**src/rtl/stall_countdown_ctrl.sv**
```systemverilog
// Countdown stall sequencer and EX bubble strobes for the dual-issue pipeline.
// Optional statistics counters are built only when STALL_STATS_EN is defined.
module stall_countdown_ctrl #(
  parameter int CD_W   = 3,
  parameter int STAT_W = 32
) (
  input  logic              clk,
  input  logic              rst,
  input  logic              cd_en,
  input  logic [CD_W-1:0]   cd_amt,
  input  logic              cd_src,
  input  logic              halt,
  input  logic              iden_1,
  input  logic              exen_1,
  input  logic              iden_2,
  input  logic              exen_2,
  output logic              stall_1,
  output logic              stall_2,
  output logic              bubble_ex_1,
  output logic              bubble_ex_2,
  output logic              cd_busy,
  output logic [CD_W-1:0]   cd_remaining,
  output logic [STAT_W-1:0] stall_cycles,
  output logic [STAT_W-1:0] bubble_count
);

  typedef enum logic [1:0] {
    IDLE  = 2'd0,
    COUNT = 2'd1,
    HOLD  = 2'd2
  } state_t;

  state_t          state;
  state_t          state_nxt;
  logic [CD_W-1:0] cnt;
  logic [CD_W-1:0] cnt_nxt;
  logic            src;
  logic            src_nxt;
  logic            bub_1_q;
  logic            bub_2_q;

  always_ff @(posedge clk) begin
    if (rst) begin
      state   <= IDLE;
      cnt     <= '0;
      src     <= 1'b0;
      bub_1_q <= 1'b0;
      bub_2_q <= 1'b0;
    end else begin
      state   <= state_nxt;
      cnt     <= cnt_nxt;
      src     <= src_nxt;
      bub_1_q <= ~iden_1 & exen_1;
      bub_2_q <= ~iden_2 & exen_2;
    end
  end

  // Requests arriving while busy are dropped, including on the last count.
  always_comb begin
    state_nxt = state;
    cnt_nxt   = cnt;
    src_nxt   = src;
    unique case (1'b1)
      (state == IDLE): begin
        if (cd_en && (cd_amt != '0)) begin
          cnt_nxt   = cd_amt;
          src_nxt   = cd_src;
          state_nxt = halt ? HOLD : COUNT;
        end
      end
      (state == COUNT),
      (state == HOLD): begin
        if (halt) begin
          state_nxt = HOLD;
        end else begin
          if (cnt != '0) begin
            cnt_nxt = cnt - CD_W'(1);
          end
          state_nxt = (cnt <= CD_W'(1)) ? IDLE : COUNT;
        end
      end
      default: begin
        state_nxt = IDLE;
        cnt_nxt   = '0;
        src_nxt   = 1'b0;
      end
    endcase
  end

  // EX of a stalled pipe is frozen, so its bubble strobe is masked.
  always_comb begin
    cd_busy      = (state != IDLE);
    cd_remaining = cnt;
    stall_1      = cd_busy & ~src;
    stall_2      = cd_busy & src;
    bubble_ex_1  = bub_1_q & ~stall_1;
    bubble_ex_2  = bub_2_q & ~stall_2;
  end

`ifdef STALL_STATS_EN
  logic [STAT_W-1:0] stall_q;
  logic [STAT_W-1:0] bub_q;
  logic [STAT_W:0]   bub_sum;
  logic [1:0]        bub_inc;

  always_comb begin
    bub_inc = {1'b0, bubble_ex_1} + {1'b0, bubble_ex_2};
    bub_sum = {1'b0, bub_q} + {{(STAT_W-1){1'b0}}, bub_inc};
  end

  always_ff @(posedge clk) begin
    if (rst) begin
      stall_q <= '0;
      bub_q   <= '0;
    end else begin
      if (cd_busy && (stall_q != '1)) begin
        stall_q <= stall_q + STAT_W'(1);
      end
      bub_q <= bub_sum[STAT_W] ? '1 : bub_sum[STAT_W-1:0];
    end
  end

  assign stall_cycles = stall_q;
  assign bubble_count = bub_q;
`else
  assign stall_cycles = '0;
  assign bubble_count = '0;
`endif

endmodule

```
**config.mk**
```make
export PLATFORM = sky130hd
export DESIGN_NAME = stall_countdown_ctrl
export DESIGN_NICKNAME = d
export VERILOG_FILES = /design/src/rtl/stall_countdown_ctrl.sv
export SDC_FILE = /design/constraint.sdc
export NUM_CORES = 1
export LEC_CHECK = 0
export CAP_MARGIN = 30
export CORE_MARGIN = 2
export CORE_UTILIZATION = 32
export DETAILED_ROUTE_END_ITERATION = 6
export HOLD_SLACK_MARGIN = 0.03
export PLACE_DENSITY = 0.87
export SYNTH_ARGS = -nofsm -noshare
export SYNTH_HDL_FRONTEND = slang
export SYNTH_SLANG_ARGS = --single-unit
```
**constraint.sdc**
```tcl
create_clock -name clk -period 2.1 [get_ports clk]
set_input_delay 0.21 -clock clk [delete_from_list [all_inputs] [get_ports clk]]
set_output_delay 0.21 -clock clk [all_outputs]
set_load 0.02 [all_outputs]
```
After elaboration in Yosys (flattened, before gate mapping)
Cells that the tools add are included.
Widths: inputs -> output; s select.
{ "op_classes": {"n_addsub": 1, "magnitude_cmp": 1, "eq_ne": 5, "mux": 11, "bitwise_logic": 12, "n_reduce_logical": 8} }
{ "op_table": {"columns": ["op", "count"], "rows": [
  ["$mux 3", 3],
  ["$and 1x1->1", 6],
  ["$mux 2", 3],
  ["$not 1->1", 6],
  ["$pmux 3 s2", 1],
  ["$reduce_bool 3->1", 2],
  ["$ne 2x2->1 const B", 2],
  ["$pmux 2 s2", 1],
  ["$le 3x1->1 const B", 1],
  ["$reduce_and 3->1", 1],
  ["$sub 3x1->3 const B", 1],
  ["$eq 2x1->1 const B", 1],
  ["$eq 2x2->1 const B", 1],
  ["$logic_not 2->1", 1],
  ["$mux 1", 2],
  ["$ne 2x1->1 const B", 1],
  ["$pmux 1 s2", 1],
  ["$reduce_and 2->1", 1],
  ["$reduce_bool 2->1", 1],
  ["$reduce_or 2->1", 1],
  ["$logic_and 1x1->1", 1]
]} }
{ "word_totals": {"reg_bits": 8, "in_bits": 12, "output_inout_bits": 72, "word_cells": 43} }

Longest topological paths before layout
{ "depth": {"ltp_word": 4, "mapped_depth": 7, "ltp_nobuf": 6} }

Worst setup path before layout
Ideal clock, no wire load.
{ "synth_timing": {"path_kind": "register to register", "startpoint": "reg cnt[0] (netlist: cd_remaining[0])", "endpoint": "reg cnt[0] (netlist: cd_remaining[0])", "arrival_time_ns": 1.659, "t_required_ns": 2.030, "slack_ns": 0.371, "path_stages_with_launch": 7, "synth_period_minus_slack_ns": 1.729, "path_cell_list": "dfxtp_1 -> inv_1 -> ha_1 -> nor2b_1 -> o21a_1 -> or4_1 -> a21oi_1"} }
{ "synth_via": {"elab_chain_cells": 4} }
{ "synth_lines": {"columns": ["item", "line", "source"], "rows": [
  ["start, declared", "35", "logic [CD_W-1:0] cnt;"],
  ["start signal, assigned", "51", "cnt <= cnt_nxt;"],
  ["$sub 3x1->3", "77", "cnt_nxt = cnt - CD_W'(1);"],
  ["$mux 3", "76", "if (cnt != '0) begin"],
  ["$mux 3", "73", "if (halt) begin"],
  ["$pmux 3 s2", "63", "unique case (1'b1)"]
]} }
Parallel ways exist; a longest one is shown, timed or not. The select of a mux whose other input is x is not followed.
A chain may end at the register's enable or synchronous reset.

Final worst setup path
{ "layout_timing": {"startpoint": "reg state[0]", "endpoint": "out bubble_ex_2"} }
{ "layout_via": {"elab_chain_cells": 4} }
{ "layout_lines": {"columns": ["item", "line", "source"], "rows": [
  ["start, declared", "33", "state_t state;"],
  ["start signal, assigned", "50", "state <= state_nxt;"],
  ["$reduce_bool 2->1", "92", "cd_busy = (state != IDLE);"],
  ["$and 1x1->1", "95", "stall_2 = cd_busy & src;"],
  ["$not 1->1", "97", "bubble_ex_2 = bub_2_q & ~stall_2;"],
  ["$and 1x1->1", "97", null],
  ["end, declared", "20", "output logic bubble_ex_2,"]
]} }
Every way passes these cells.

==> results.toml <==
[cts]
clock_path_buffers = 2
cts-hold-fix-buffers = 0
post-cts-setup-buffer-count = 0
cts_tree = "built"
clock-sinks = 8
cts_root_buf = "clkbuf_4"
clk_pin_slew_worst_paths_ns = 0.06
clk_latency_ns = 0.25
cts_buffers = 3
cts_resized = 0
htreeDepth = 1

[logic_synthesis]
synthesis.area_per_instance_um2 = 7.82
synth_edf_count = 0
seq_area_frac_synth_pct = 16.5
synth.distinct_cells = 25
ys.warnings.count = 0
synth_cells = 124
async_reset_ff_share_pct = 0
synth_flop_cell = "dfxtp_1"
syn-cell-area_um2 = 970
ys_ff_latch = 8

[grt]
grt_pass1_wl_mm = 1.91
grt_max_degree = 12
antenna_found_initial = 0
grt_overflow = 0
grt_pass1_vias = 428
grt_util_all_layers_pct = 7.27

[sta]
hold_viol_final = 0
worst_clock_skew_ns = 0.00296
hold_ws_ns = 0.485
min_period_over_period_pct = 92.8
clock.fmax_mhz = 513
drv_slew = 0
rsz0062_at_grt = "false"
fin_tns_setup_ns = 0
finalCriticalPeriod_ns = 1.95
setup-violations-final = 0

[hold_path]
min_from = "state[1]"
min_path_type = "reg -> reg"
whs_endpoint = "state[1]"
hold_depth = 2

[final_layout]
final_common_cell = "conb_1"
design_area_um2 = 960
area_growth_pct = -1.03
nNetsFinal = 161
fillers = 309
final_cell_mix = "64 x conb_1, 19 x clkdlybuf4s50_1, 8 x dfxtp_1"
drive_gt1_share_pct = 2.82
antennaDiodeCount = 0

[worst_setup_path]
r2r-start = "cd_remaining[0]"
r2r_slack_ns = 0.40
crit_type = "reg -> out"
crit_top_cell = "nor2b_1"
cp_cell_sequence = "inv_1 -> ha_2 -> nor2b_1 -> nor2b_1 -> clkdlybuf4s50_1"
cp-end-kind = "output pin"
crit_arrival_ns = 1.74
crit_slowest_cell = "clkdlybuf4s50_1"
start_kind = "flop"
critical_path.startpoint = "state[0]"
r2r_cells = 6
required_ns = 1.89
cp_max_fo = 11
max_stage_delay_ns = 0.61
reg2reg_to = "cd_remaining[0]"

[placement]
dpl.hpwl_mm = 1.27
gp_congestion = 0.659
portBuffers = 19
placed_area_um2 = 935

[detailed_routing]
drc_errors = 0
vias = 641
drt_iter0_markers = 15
first_pass_iters = 4
wl_mm = 1.48
wire_per_inst_um = 8.56
drt-vias-per-instance = 3.71
drtAntennaViolNets = 0

[die]
die_area_mm2 = 0.00349
die_y_um = 59.0
io_pins = 84
core_area_mm2 = 0.00283
die_w_um = 59.0
rows = 19
start_util_pct = 34.3

[power]
leakage_uw = 0.000481
ir_drop_uv = 274
p_per_area_mw_per_mm2 = 720

[status]
status = "finished, final reports clean"

[run]
max_cap_viol_count = 0
==> state kept, by name, summed over array words and instances, names as in the netlist <==
name and flops:
src 1, bub_1_q 1, bub_2_q 1, cd_remaining 3, state 2
==> worst max path at each step <==
stage	to	slack (ns)
floorplan	cd_remaining[0]	0.37
global placement	bubble_ex_2	0.32
global route	bubble_ex_1	0.04
detailed placement	bubble_ex_2	0.31
finish	bubble_ex_2	0.15
CTS	bubble_ex_2	0.03
==> cell families (layout without fill, tap and decap cells) <==
kind of cell	Yosys count	after routing	synth area share (%)
AO/OA/AOI/OAI	17	17	10.5
XOR/XNOR	1	1	0.903
adder cells (fa/ha/maj)	5	5	6.45
buffers and inverters	73	28	53.9
flip-flops	8	8	16.5
other	1	64	0.387
AND/OR/NAND/NOR	19	19	11.4
==> layout make-up <==
class                   count  area [um2]  area share (%)
inverters                   6        22.5            2.35
clock buffers               3        22.5            2.35
well taps                  31        38.8            4.04
flip-flops and latches      8         160            16.7
multi-input cells         106         526            54.8
repair buffers             19         190            19.8
==> critical path: cells and delay by family, from the launching register on <==
| family | cells | cell delay (ns) |
|---|---|---|
| buffers and inverters | 2 | 0.68 |
| adder cells (fa/ha/maj) | 1 | 0.29 |
| flip-flops | 1 | 0.33 |
| AND/OR/NAND/NOR | 2 | 0.20 |
==> through the flow <==
stage	util [%]	power, uW	setup WS, ns	std cells
after global placement	33.0	564	0.316	170
after detailed placement	33.0	567	0.308	170
after CTS	33.8	688	0.0337	173
final	33.9	691	0.152	173
after floorplan	-	563	0.371	187
after global routing	33.9	735	0.0373	173
==> Yosys cell counts (2+ instances only) <==
cell	number	area, um2
a21oi_1	7	35.0
a22oi_1	3	22.5
buf_4	64	480
dfxtp_1	8	160
ha_1	5	62.6
inv_1	6	22.5
nand2_1	3	11.3
nor2_1	3	11.3
nor2b_1	4	25.0
nor3b_1	2	15.0
o21ai_0	3	15.0
or4_1	3	22.5
==> where the power goes <==
| group | switching [uW] | internal (uW) | leakage (uW) | total, uW |
|---|---|---|---|---|
| Combinational | 245 | 132 | 0.000401 | 377 |
| Sequential | 21.0 | 174 | 0.0000658 | 195 |
| Clock | 53.5 | 65.5 | 0.0000138 | 119 |
==> routing by layer <==
metal | up-vias | wire length [um] | GRT usage (%)
met4 | 0 | 10 | 2.92
met2 | 44 | 809 | 12.9
met1 | 283 | 512 | 7.94
met5 | - | 0 | 0
met3 | 2 | 148 | 2.40
li1 | 312 | - | -
Note: power is estimated with default switching activity, not from simulation.
